`src/rtl/hazard_pkg.sv`:
```
// hazard_pkg: shared state encoding and default parameters for the hazard control unit.
package hazard_pkg;
   localparam int DEF_REG_W      = 5;
   localparam int DEF_LOAD_LAT   = 1;
   localparam int DEF_MULDIV_LAT = 4;
   localparam int DEF_CNT_W      = 16;
   typedef logic [1:0] state_t;
   localparam state_t IDLE     = 2'd0;
   localparam state_t LD_STALL = 2'd1;
   localparam state_t MD_BUSY  = 2'd2;
endpackage

```
`src/rtl/hazard_ctrl_if.sv`:
```
// hazard_ctrl_if: pipeline-side hazard inputs and pipeline-control outputs.
interface hazard_ctrl_if import hazard_pkg::*; #(
   parameter int REG_W = DEF_REG_W,
   parameter int CNT_W = DEF_CNT_W
);
   logic [REG_W-1:0] id_rs, id_rt, ex_rt;
   logic             id_uses_rs, id_uses_rt, ex_mem_read, ex_muldiv_start, branch_taken;
   logic             pc_write, ifid_write, idex_bubble, ifid_flush, busy;
   logic [CNT_W-1:0] stall_cnt;
   modport master (
      output id_rs, id_rt, ex_rt, id_uses_rs, id_uses_rt, ex_mem_read, ex_muldiv_start, branch_taken,
      input  pc_write, ifid_write, idex_bubble, ifid_flush, busy, stall_cnt
   );
   modport slave (
      input  id_rs, id_rt, ex_rt, id_uses_rs, id_uses_rt, ex_mem_read, ex_muldiv_start, branch_taken,
      output pc_write, ifid_write, idex_bubble, ifid_flush, busy, stall_cnt
   );
endinterface

```
`src/rtl/hazard_ctrl_sat_counter.sv`:
```
// sat_counter: increment-enabled counter that holds at all-ones.
module sat_counter #(
   parameter int CNT_W = 16
) (
   input  logic             clk,
   input  logic             reset_n,
   input  logic             i_inc,
   output logic [CNT_W-1:0] o_cnt
);
   logic [CNT_W-1:0] r_cnt;
   always_ff @(posedge clk or negedge reset_n)
      if (!reset_n) r_cnt <= '0;
      else if (i_inc && r_cnt != '1) r_cnt <= r_cnt + CNT_W'(1);
   assign o_cnt = r_cnt;
endmodule

```
`src/rtl/hazard_ctrl.sv`:
```
// hazard_ctrl: load-use and multi-cycle-op stall control with taken-branch flush.
// Stalls assert combinationally in the detection cycle; the FSM covers any further cycles.
module hazard_ctrl import hazard_pkg::*; #(
   parameter int REG_W      = DEF_REG_W,
   parameter int LOAD_LAT   = DEF_LOAD_LAT,
   parameter int MULDIV_LAT = DEF_MULDIV_LAT,
   parameter int CNT_W      = DEF_CNT_W
) (
   input logic          clk,
   input logic          reset_n,
   hazard_ctrl_if.slave bus
);
   localparam bit MD_STALL = MULDIV_LAT > 1;
   localparam bit MD_MULTI = MULDIV_LAT > 2;
   localparam bit LD_MULTI = LOAD_LAT > 1;
   // rem = busy cycles still to come after the current one; a multi-cycle op
   // stalls its follower MULDIV_LAT-1 cycles, a load-use LOAD_LAT cycles
   localparam logic [3:0] MD_REM = 4'(MD_MULTI ? MULDIV_LAT - 3 : 0);
   localparam logic [3:0] LD_REM = 4'(LD_MULTI ? LOAD_LAT - 2 : 0);
   logic [REG_W-1:0] w_rs, w_rt, w_ex_rt;
   logic [CNT_W-1:0] w_cnt;
   logic             w_idle, w_load_hit, w_md_go, w_ld_go, w_stall;
   state_t           r_state, w_nstate;
   logic [3:0]       r_rem, w_nrem;
   assign w_rs       = bus.id_rs;
   assign w_rt       = bus.id_rt;
   assign w_ex_rt    = bus.ex_rt;
   assign w_load_hit = bus.ex_mem_read && w_ex_rt != '0 &&
                       ((bus.id_uses_rs && w_rs == w_ex_rt) || (bus.id_uses_rt && w_rt == w_ex_rt));
   assign w_idle     = r_state == IDLE;
   // a taken branch squashes the ID instruction, so neither hazard applies
   assign w_md_go    = w_idle && !bus.branch_taken && bus.ex_muldiv_start && MD_STALL;
   assign w_ld_go    = w_idle && !bus.branch_taken && w_load_hit && !w_md_go;
   assign w_stall    = !w_idle || w_md_go || w_ld_go;
   always_comb begin
      w_nstate = r_state;
      w_nrem   = r_rem;
      if (w_idle) begin
         if (w_md_go && MD_MULTI) begin
            w_nstate = MD_BUSY;
            w_nrem   = MD_REM;
         end else if (w_ld_go && LD_MULTI) begin
            w_nstate = LD_STALL;
            w_nrem   = LD_REM;
         end
      end else if (r_rem == 4'd0) w_nstate = IDLE;
      else w_nrem = r_rem - 4'd1;
   end
   always_ff @(posedge clk or negedge reset_n)
      if (!reset_n) begin
         r_state <= IDLE;
         r_rem   <= 4'd0;
      end else begin
         r_state <= w_nstate;
         r_rem   <= w_nrem;
      end
   sat_counter #(.CNT_W(CNT_W)) u_cnt (
      .clk     (clk),
      .reset_n (reset_n),
      .i_inc   (w_stall),
      .o_cnt   (w_cnt)
   );
   assign bus.pc_write    = !w_stall;
   assign bus.ifid_write  = !w_stall;
   assign bus.idex_bubble = w_stall;
   assign bus.ifid_flush  = w_idle && bus.branch_taken;
   assign bus.busy        = !w_idle;
   assign bus.stall_cnt   = w_cnt;
endmodule

```
`src/flat_wrapper.sv`:
```
// flat-port wrapper written by rule: the top's interface ports become plain ports
module hazard_ctrl_flat import hazard_pkg::*;
#(
   parameter int REG_W      = DEF_REG_W,
   parameter int LOAD_LAT   = DEF_LOAD_LAT,
   parameter int MULDIV_LAT = DEF_MULDIV_LAT,
   parameter int CNT_W      = DEF_CNT_W
)
  (clk, reset_n, bus_id_rs, bus_id_rt, bus_ex_rt, bus_id_uses_rs, bus_id_uses_rt, bus_ex_mem_read, bus_ex_muldiv_start, bus_branch_taken, bus_pc_write, bus_ifid_write, bus_idex_bubble, bus_ifid_flush, bus_busy, bus_stall_cnt);
  hazard_ctrl_if #(.REG_W(REG_W), .CNT_W(CNT_W)) bus_i ();
  input logic clk;
  input logic reset_n;
  input wire logic [$bits(bus_i.id_rs)-1:0] bus_id_rs;
  input wire logic [$bits(bus_i.id_rt)-1:0] bus_id_rt;
  input wire logic [$bits(bus_i.ex_rt)-1:0] bus_ex_rt;
  input wire logic [$bits(bus_i.id_uses_rs)-1:0] bus_id_uses_rs;
  input wire logic [$bits(bus_i.id_uses_rt)-1:0] bus_id_uses_rt;
  input wire logic [$bits(bus_i.ex_mem_read)-1:0] bus_ex_mem_read;
  input wire logic [$bits(bus_i.ex_muldiv_start)-1:0] bus_ex_muldiv_start;
  input wire logic [$bits(bus_i.branch_taken)-1:0] bus_branch_taken;
  output wire logic [$bits(bus_i.pc_write)-1:0] bus_pc_write;
  output wire logic [$bits(bus_i.ifid_write)-1:0] bus_ifid_write;
  output wire logic [$bits(bus_i.idex_bubble)-1:0] bus_idex_bubble;
  output wire logic [$bits(bus_i.ifid_flush)-1:0] bus_ifid_flush;
  output wire logic [$bits(bus_i.busy)-1:0] bus_busy;
  output wire logic [$bits(bus_i.stall_cnt)-1:0] bus_stall_cnt;
  assign bus_i.id_rs = bus_id_rs;
  assign bus_i.id_rt = bus_id_rt;
  assign bus_i.ex_rt = bus_ex_rt;
  assign bus_i.id_uses_rs = bus_id_uses_rs;
  assign bus_i.id_uses_rt = bus_id_uses_rt;
  assign bus_i.ex_mem_read = bus_ex_mem_read;
  assign bus_i.ex_muldiv_start = bus_ex_muldiv_start;
  assign bus_i.branch_taken = bus_branch_taken;
  assign bus_pc_write = bus_i.pc_write;
  assign bus_ifid_write = bus_i.ifid_write;
  assign bus_idex_bubble = bus_i.idex_bubble;
  assign bus_ifid_flush = bus_i.ifid_flush;
  assign bus_busy = bus_i.busy;
  assign bus_stall_cnt = bus_i.stall_cnt;
  hazard_ctrl #(.REG_W(REG_W), .LOAD_LAT(LOAD_LAT), .MULDIV_LAT(MULDIV_LAT), .CNT_W(CNT_W)) u_core (.clk(clk), .reset_n(reset_n), .bus(bus_i));
endmodule
```
`config.mk`:
```
export PLATFORM = sky130hd
export DESIGN_NAME = hazard_ctrl_flat
export DESIGN_NICKNAME = d
export VERILOG_FILES = /design/src/rtl/hazard_pkg.sv /design/src/rtl/hazard_ctrl_if.sv /design/src/rtl/hazard_ctrl_sat_counter.sv /design/src/rtl/hazard_ctrl.sv /design/src/flat_wrapper.sv
export SDC_FILE = /design/constraint.sdc
export NUM_CORES = 1
export LEC_CHECK = 0
export BUFFER_PORTS_ARGS = -buffer_cell sky130_fd_sc_hd__clkbuf_2
export CORE_ASPECT_RATIO = 1.5
export CORE_MARGIN = 2
export CORE_UTILIZATION = 50
export DETAILED_ROUTE_END_ITERATION = 6
export GPL_TIMING_DRIVEN = 0
export PLACE_DENSITY = 0.81
export SKIP_CTS_REPAIR_TIMING = 1
export SLEW_MARGIN = 40
export SYNTH_ARGS = -nofsm -noshare
export SYNTH_HDL_FRONTEND = slang
export SYNTH_SLANG_ARGS = --single-unit
```
`constraint.sdc`:
```
create_clock -name clk -period 7.7 [get_ports clk]
set_clock_uncertainty 0.2 [all_clocks]
set_input_delay 1.54 -clock clk [delete_from_list [all_inputs] [get_ports clk]]
set_output_delay 1.54 -clock clk [all_outputs]
set_load 0.05 [all_outputs]
```
==> results.txt, run 1 <==
- Outcome: finished, final reports clean
* IR Drop Worst-Case VDD: 347.4 uV
* Setup repair after global routing missed its margin: false
- Data arrival time of the worst path: between 3 and 4 ns
- Length in cells of the worst reg-to-reg path: 6
- Required time reported for the critical path endpoint: between 5 and 6 ns
- Of the total power, the share spent switching nets is 0.5292.
- The tree is rooted in a clkbuf_8.
- The hold violation total from the final report came to 0.
* Area of the die: between 3000 and 4000 um2
* Placeable core region: around 2600 um2
- Setup violations remaining at the end of the flow were counted as 0.
- Post-synthesis xor/xnor area fraction: 0.1268
* Worst Hold Depth: 1
- Critical path, cell by cell: clkbuf_2, or4_1, o211ai_2, o21bai_4, buf_2, and2_1, buf_4, clkbuf_2
- Clock network fraction of design power: 0.121
* Diodes inserted: 0
- Maximum root-to-sink buffer count: 2
- Number of antenna violations at the first check in global routing: 0
- Top post-synthesis cells by area: dfrtp_1 38%, xor2_1 10%, nand2_1 4.1%, a2111oi_2 3.3%, nand3_1 2.9%
* Area leader, netlist: dfrtp_1
- First drt pass iteration count: 4
* Mapped Avg Cell Area: approximately 9.5 um2
- Across every metal layer, demand over resource in global routing totals 0.2311.
- Detailed-route wire length: around 3.3 mm
- Using the TritonRoute via totals, the vias-per-cell ratio works out to about 5.7.
- The clock drives 21 sinks.
- Combinational family with the most area after synthesis: compound AO/OA/AOI/OAI gates
* Post-DP HPWL: 2.647 mm
- Synthesized Nets: 170
- Worst path max stage delay: around 0.53 ns
- Path class of the lowest-slack min-delay path: reg2reg
* Async S/R FF share, synth: 1.000
- CTS built an H-tree with a depth of 1.
* Chip Width: ~47 um
- In this run the cell area of the synthesized design comes to approximately 1400 um2.
* Area share of the leading cell type in the synthesized netlist: 0.3804
- 43 I/O pins were placed.
* Unique masters post-synth: 41
- Entering global routing, the biggest net connects 22 pins.
- The multi-input combinational cells in the finished layout cover a total of 805.8 um2.
- For this configuration, the core starts out at a cell density of 0.5217.
- Max-Cap Viols: 0
* Setup slack, reg-to-reg: 5.35 ns
* Pwr dens: ~360 nW/um2
- Of the available clock period, the critical path in the final layout requires 0.6785.
- Clock-pin slew was measured on the worst setup and hold paths at ~0.070 ns.
- Kind of end point of the critical path: output port
* Post-route cell area: ~1700 um2
- The number of global-route vias before repair came to ~1,200.
* Final period demand of the worst path: about 5.2 ns
* Area growth, synth to finish: 21.83%
- Summed over all nets, the switching power comes to ~320 uW.
* Worst Max-Slew Pin Slew: roughly 0.55 ns
- Number of inserted filler cells in the final layout: about 230
- TritonCTS built the clock tree.
- Die height: approximately 70 um
* Post-Syn Instances: 145
* Number of nets in the layout: about 220
- Vias: between 1,000 and 1,500
- Of all nets on the critical path, the largest fanout is 10.
- The analysis attributes to cell leakage a power of roughly 0.8 nW.
- Most common library cells after synthesis: 21 x dfrtp_1, 16 x xor2_1, 15 x nand2_1
- In this run, CTS created clock tree buffers numbering 3.
- Of the total synthesized cell area, the portion taken by AND, OR, NAND and NOR gates is 0.2002.
- The first global-routing pass estimated around 5.2 mm of wire.
* Synth warn: 0
- Antenna-violating nets left: 0
* Placed Instance Area: ~1600 um2
* Compound-Gate Fraction of Synth Area: 0.2056
- Number of core rows: 23
* Final estimated routing congestion in global placement: approximately 0.9
- Sequential cell fraction of total power: 0.335
- Sequential fraction of the synthesis area: 0.3804
- Critical path class: in2out
- Input and output buffers added on the ports amount to 42.
- The slowest stage of the critical path belongs to the cell or4_1.
- Kind of start point of the critical path: input pin
- Measured against the total synthesized area, the mux share comes to 0.02355.
* Adder-cell area share of the yosys netlist: 0.02717
- In the final layout, flip-flops and latches occupy 525.5 um2.
- The internal portion of the total power is between 200 and 300 uW.
* Number of flip-flops and latches in the synthesized netlist: 21
- The share of total power dissipated in combinational logic is 0.544.
- dfrtp_1 is the most common cell in the netlist.
- Count of unresolved DRC violations after routing: 0
* Post-synth top flop: dfrtp_1
- Rel. slew slack: 0.6312
- For the final routed database, the setup TNS stands at 0 ns.
- The final number of max-transition violations came to 0.
* Post-synth EDFFs: 0
- In the final layout, the share of cells above drive strength 1 is 0.2932.
- Drt wl/cell: ~14 um
- The first routing iteration left 35 violations.
* Total grt overflow: 0
- Final core occ: 0.6356
* Crit path top cell by count: clkbuf_2
- Timing-limited maximum frequency: 191.4 MHz
- Clock insertion delay at the later pin of the skew report: 0.27 ns
worst paths after layout:
path,end,startpoint
max in group asynchronous,u_core.r_state[1]$_DFFE_PN0P_,reset_n
setup / recovery,bus_pc_write,bus_ex_rt[0]
setup reg to reg,u_core.u_cnt.o_cnt[1]$_DFFE_PN0P_,u_core.u_cnt.o_cnt[0]$_DFFE_PN0P_
hold reg to reg,u_core.u_cnt.o_cnt[10]$_DFFE_PN0P_,u_core.u_cnt.o_cnt[10]$_DFFE_PN0P_
min in group asynchronous,u_core.u_cnt.o_cnt[4]$_DFFE_PN0P_,reset_n
hold / removal,u_core.u_cnt.o_cnt[10]$_DFFE_PN0P_,u_core.u_cnt.o_cnt[10]$_DFFE_PN0P_
stage by stage:
step                worst slack [ns]  std cells  hold slack, ns  total power, mW
global route                   2.388        228          0.3282           0.6398
floorplan                      2.428        145          0.3057           0.4439
detailed placement             2.477        224          0.2953           0.5307
global placement               2.488        224          0.2777           0.5138
CTS                            2.475        228          0.3066           0.6058
finish                         2.476        228          0.3045           0.6025
kinds of logic (layout without fill, tap and decap cells):
| family | after synthesis | in the layout |
|---|---|---|
| mux | 3 | 3 |
| flops | 21 | 21 |
| fa+ha+maj | 3 | 3 |
| simple gates | 55 | 55 |
| compound gates | 31 | 31 |
| xor+xnor | 20 | 20 |
| buf+inv | 12 | 58 |
cell usage in the layout (no fill, tap or decap), types with 2 or more instances in the layout:
cell type / count
a2111oi_2: 3
a211o_1: 3
a211oi_1: 3
a21oi_1: 4
a2bb2oi_1: 2
and2_1: 2
and3_1: 5
clkbuf_1: 2
clkbuf_2: 42
clkbuf_8: 3
dfrtp_1: 21
ha_1: 3
inv_1: 9
mux2_1: 2
nand2_1: 15
nand2b_1: 3
nand3_1: 8
nand4_1: 2
nor2_1: 7
nor3_1: 5
nor4_1: 2
o211ai_1: 5
or3_1: 2
xnor2_1: 4
xor2_1: 16
critical path: cells and delay by family:
kind | cells | cell delay (ns)
buffers and inverters | 4 | 0.77
AOI/OAI and AO/OA | 2 | 0.45
and+or+nand+nor | 2 | 0.73
layer usage:
| metal | part of all wire | wire length (um) | GRT usage |
|---|---|---|---|
| met1 | 0.39 | 1283 | 0.2254 |
| met2 | 0.53 | 1756 | 0.4298 |
| met3 | 0.051 | 169 | 0.03166 |
| met4 | 0.029 | 95 | 0.1424 |
| met5 | 0 | 0 | 0 |
power by group through the flow:
stage | Sequential (mW) | Clock, mW | Combinational, mW
after floorplan | 0.294 | 0 | 0.149
after global placement | 0.198 | 0 | 0.316
after detailed placement | 0.202 | 0 | 0.329
after CTS | 0.201 | 0.0749 | 0.330
after global routing | 0.208 | 0.0795 | 0.352
final | 0.202 | 0.0730 | 0.328
cell type report:
cell class	count	area share
Sequential cell	21	0.3123
Tap cell	37	0.02751
Inverter	9	0.02007
Buffer	3	0.009665
Timing Repair Buffer	42	0.1249
Clock buffer	4	0.02677
Multi-Input combinational cell	112	0.4788
state kept, by name, summed over array words and instances, names as in the netlist:
signal              count
u_core.r_state          1
u_core.u_cnt.o_cnt     16
u_core.r_rem            4
No activity file was read; power rests on OpenSTA's default activity.
==> run 2, diff against run 1 <==
- ABC_AREA: unset -> 1
- CORE_UTILIZATION: 50 -> 46
- PLACE_DENSITY: 0.81 -> 0.78
- clock period: 7.7 -> 4.49 ns (I/O delays scaled with it)
==> run 2 against run 1 <==
  * Hold slack improved by 0.030 ns
  * Global-route usage is 4.4 points lower
  * Clock-buffer cell count fell by 1
  * Worst setup slack worse by 1.4 ns
  * Critical path depth up 6
  * Sequential share of layout area is 1.6 points lower
  * Sequential power is 38% higher
  * Utilization decreased by 6.2 points
  * Register-to-register slack got worse by 2.9 ns
  * Critical path type unchanged
  * Critical endpoint unchanged
==> results.txt, run 2 <==
- The height of the chip was 73.21 um (+7.1%).
- Number of failing setup endpoints in the final timing report: 0 (unchanged)
* TritonCTS Buffers: 3 (unchanged)
- Critical path, cell by cell: clkbuf_2, inv_2, nand2_1, nand2_1, nor2_1, nand3_1, nand2_1, nand2_1, nand2_2, buf_4, buf_4, inv_1, buf_4, clkbuf_2
* Chip Width: 50.14 um (+6.9%)
- The proportion of synthesized flip-flops having asynchronous set or reset is 1.000 (unchanged).
- Area occupied by multi-input gates: 792.0 um2 (-1.7%)
- The global-route wire length before repair was 5.395 mm (+3.6%).
* Setup Slack @ Placement: 1.044 ns (-1.433 ns)
- The worst path required time came to 3.39 ns (-2.57 ns).
* I/O pin cnt: 43 (unchanged)
- dfrtp_1 takes more of the synthesized area than any other cell.
- The share of the synthesized area in the top cell type is 0.3578 (-0.02268).
- The number of enable-type register cells in the synthesized netlist came to 0 (unchanged).
- Via count of the first global-routing pass: 1,422 (+14%)
- Path class of the lowest-slack min-delay path: reg2reg
* Worst path max stage delay: 0.22 ns (-0.31 ns)
- Final estimated routing congestion in global placement: 0.8526 (-3.1%)
- Number of nets in the layout: 288 (+33%)
- The post-synthesis register bit count is 21 (unchanged).
* Synth warn: 0 (unchanged)
- The sink count of the clock tree is 21 (unchanged).
* Worst Hold Depth: 1 (unchanged)
* Most frequent cell after synthesis: nand2_1
- The number of nets produced by synthesis came to 241 (+42%).
- The effective utilization at floorplan was 0.4743 (-0.04740).
- Placeable core region: 3097 um2 (+17%)
- The flow ran to the end, and the final reports show no timing, DRC or antenna violations.
* Fraction of synthesized area in multiplexers: 0 (-0.02355)
- The share of cells above drive strength 1 came to 0.2290 (-0.06419).
* Compound-Gate Fraction of Synth Area: 0.02470 (-0.1809)
- The count of input and output buffers is 42 (unchanged).
- The number of levels in the clock H-tree is 1 (unchanged).
- For the finished layout, the period the worst path requires is 3.418 ns.
* Unique masters post-synth: 24 (-41%)
* Number of inserted filler cells in the final layout: 316 (+35%)
- Kind of end point of the critical path: output port
* Pwr dens: 493.3 nW/um2 (+38%)
- Combinational family with the most area after synthesis: simple AND/OR/NAND/NOR gates
- Final worst-path cycle share: 0.7612
- Clock Pin Slew Worst Setup and Hold Paths: 0.07 ns (about the same)
- The simple-gate share of the synthesized area came to 0.4114 (+0.2112).
- The per-cell routed wire length was 10.59 um (-27%).
- Leaving out fill and tap cells, the most frequent cells in the layout are 77 x nand2_1, 42 x clkbuf_2, 30 x nand3_1.
- The sum of net half-perimeters after detailed placement came to 2.485 mm (-6.1%).
* Length in cells of the worst reg-to-reg path: 9 (+3)
- CTS placed an instance of clkbuf_8 at the clock tree root.
* Setup slack, reg-to-reg: 2.46 ns (-2.89 ns)
- The relative slew slack was 0.6560 (+0.02481).
- Crit Path Max Fanout: 10 (unchanged)
- The global router's overall resource usage came to 0.1869 (-0.04412).
- Leaving out fill and tap cells, the most frequent cell in the layout is nand2_1.
* Worst-path cell with the longest stage delay: clkbuf_2
- Detailed-route wire length: 3.198 mm (-3.2%)
- Combined area of all synthesized cells: 1469 um2 (+6.3%)
- The area taken by flip-flops and latches was 525.5 um2 (unchanged).
- The xor-xnor portion of the synthesized cell area is 0.07751 (-0.04930).
- Area of the die: 3671 um2 (+14%)
* Smallest setup slack after layout: 1.072 ns (-1.404 ns)
* Kind of start point of the critical path: input pin
- First drt pass iteration count: 4 (unchanged)
- In the synthesized netlist the dominant register cell turns out to be dfrtp_1.
- Endpoint, Worst Hold: u_core.r_rem[3]$_DFFE_PN0P_
- The critical path is of the in2out type.
- Critical hold path startpoint: u_core.r_rem[3]$_DFFE_PN0P_
- The number of vias per cell after detailed routing is 4.781 (-15%).
* Clock insertion delay at the later pin of the skew report: 0.26 ns (about the same)
- Number of antenna violations at the first check in global routing: 0 (unchanged)
* Number of core rows: 25 (+8.7%)
* Count of unresolved DRC violations after routing: 0 (unchanged)
- Adder-cell area share of the yosys netlist: 0.02555 (-0.001620)
- Mapped Avg Cell Area: 6.801 um2 (-29%)
- Sequential fraction of the synthesis area: 0.3578 (-0.02268)
* Antenna-violating nets left: 0 (unchanged)
- After synthesis, the most frequently instantiated cells are 77 x nand2_1, 30 x nand3_1, 29 x inv_1.
* Pin count of the biggest net entering global routing: 22 (unchanged)
- Final Hold Violating Endpoints: 0 (unchanged)
* Area growth, synth to finish: 20.87%
- TritonCTS built the clock tree.
- The number of vias after detailed routing was 1,444 (+12%).
- The number of buffers on the longest clock path was 2 (unchanged).
- Post-Syn Instances: 216 (+49%)
* Diodes inserted: 0 (unchanged)
- The aggregate global routing overflow is 0 (unchanged).
- Slew Viols, Final: 0 (unchanged)
- The cell that appears most often on the critical path is nand2_1.
* Timing-limited maximum frequency: 292.6 MHz
- The total of max-cap violations came to 0 (unchanged).
* Worst Max-Slew Pin Slew: 0.5160 ns (-0.03721 ns)
- Static Leak: 1.049 nW (+31%)
- Max FFs per register: 16 (unchanged)
- IR Drop Worst-Case VDD: 468.8 uV (+35%)
- Violation count after the first detailed-routing iteration: 21 (-40%)
* Top post-synthesis cells by area: dfrtp_1 36%, nand2_1 20%, nand3_1 10%, inv_1 7.4%, nor2_1 4.9%
- Post-Route Setup TNS: 0 ns (unchanged)
- Startpoint of the worst-slack reg-to-reg timing path: u_core.u_cnt.o_cnt[0]$_DFFE_PN0P_
- Setup repair after global routing missed its margin: false
- R2R Path End: u_core.u_cnt.o_cnt[13]$_DFFE_PN0P_
- Data arrival time of the worst path: 2.32 ns (-1.16 ns)
[run 2: changes by cell type after synthesis, moves of 5 or more]
| cell | delta |
|---|---|
| and3_1 | -5 |
| inv_1 | +20 |
| nand2_1 | +62 |
| nand3_1 | +22 |
| nor2_1 | +12 |
| o211ai_1 | -5 |
| xor2_1 | -9 |
[run 2: final cells by class]
class	count	share of cell area
Buffer	5	0.02185
Clock buffer	3	0.02326
Clock inverter	1	0.002819
Inverter	30	0.06343
Multi-Input combinational cell	160	0.4461
Sequential cell	21	0.2960
Tap cell	40	0.02819
Timing Repair Buffer	42	0.1184
[run 2: worst max-delay path by stage]
stage | from | endpoint | slack (ns) | cells past startpoint
floorplan | bus_ex_rt[3] | bus_pc_write | 1.03 | 12
detailed placement | bus_ex_rt[1] | bus_pc_write | 1.04 | 14
global route | bus_ex_rt[3] | bus_pc_write | 0.91 | 14
CTS | bus_ex_rt[1] | bus_pc_write | 1.04 | 14
finish | bus_ex_rt[1] | bus_pc_write | 1.07 | 14
global placement | bus_ex_rt[1] | bus_pc_write | 1.07 | 14
[run 2: per-layer routing]
metal  up-vias  share of wire  track usage
li1        756              -            -
met3         5          0.043      0.02049
met4         0          0.015      0.09259
met1       646           0.38       0.1804
met2        37           0.56       0.3757
met5         -              0            0
[run 2: power by group]
| part | switching, mW | leakage (nW) | total (mW) | internal [mW] |
|---|---|---|---|---|
| Clock | 0.0617 | 0.0255 | 0.124 | 0.0619 |
| Combinational | 0.333 | 0.747 | 0.474 | 0.141 |
| Sequential | 0.0424 | 0.276 | 0.278 | 0.236 |
| Total | 0.437 | 1.05 | 0.876 | 0.439 |
[run 2: critical path: cells and delay by family]
kind	cells	cell delay, ns
AND/OR/NAND/NOR	7	0.50
buffers and inverters	7	0.92
[run 2: kinds of logic (layout without fill, tap and decap cells)]
family / after synthesis / count (layout)
AND/OR/NAND/NOR: 138 / 138
buffers and inverters: 35 / 81
flip-flops: 21 / 21
XOR/XNOR: 13 / 13
AO/OA/AOI/OAI: 6 / 6
adder cells (fa/ha/maj): 3 / 3
[run 2: metrics by stage]
step,utilization,power [mW],area [um2],instances,hold slack [ns]
final,0.5733,0.8758,1775,302,0.3348
after global routing,0.5733,0.9429,1775,302,0.3511
after CTS,0.5733,0.8873,1775,302,0.3428
after detailed placement,0.5584,0.7613,1729,298,0.3217
after global placement,0.5584,0.7478,1729,298,0.2914
after floorplan,-,0.6467,1469,216,0.2800
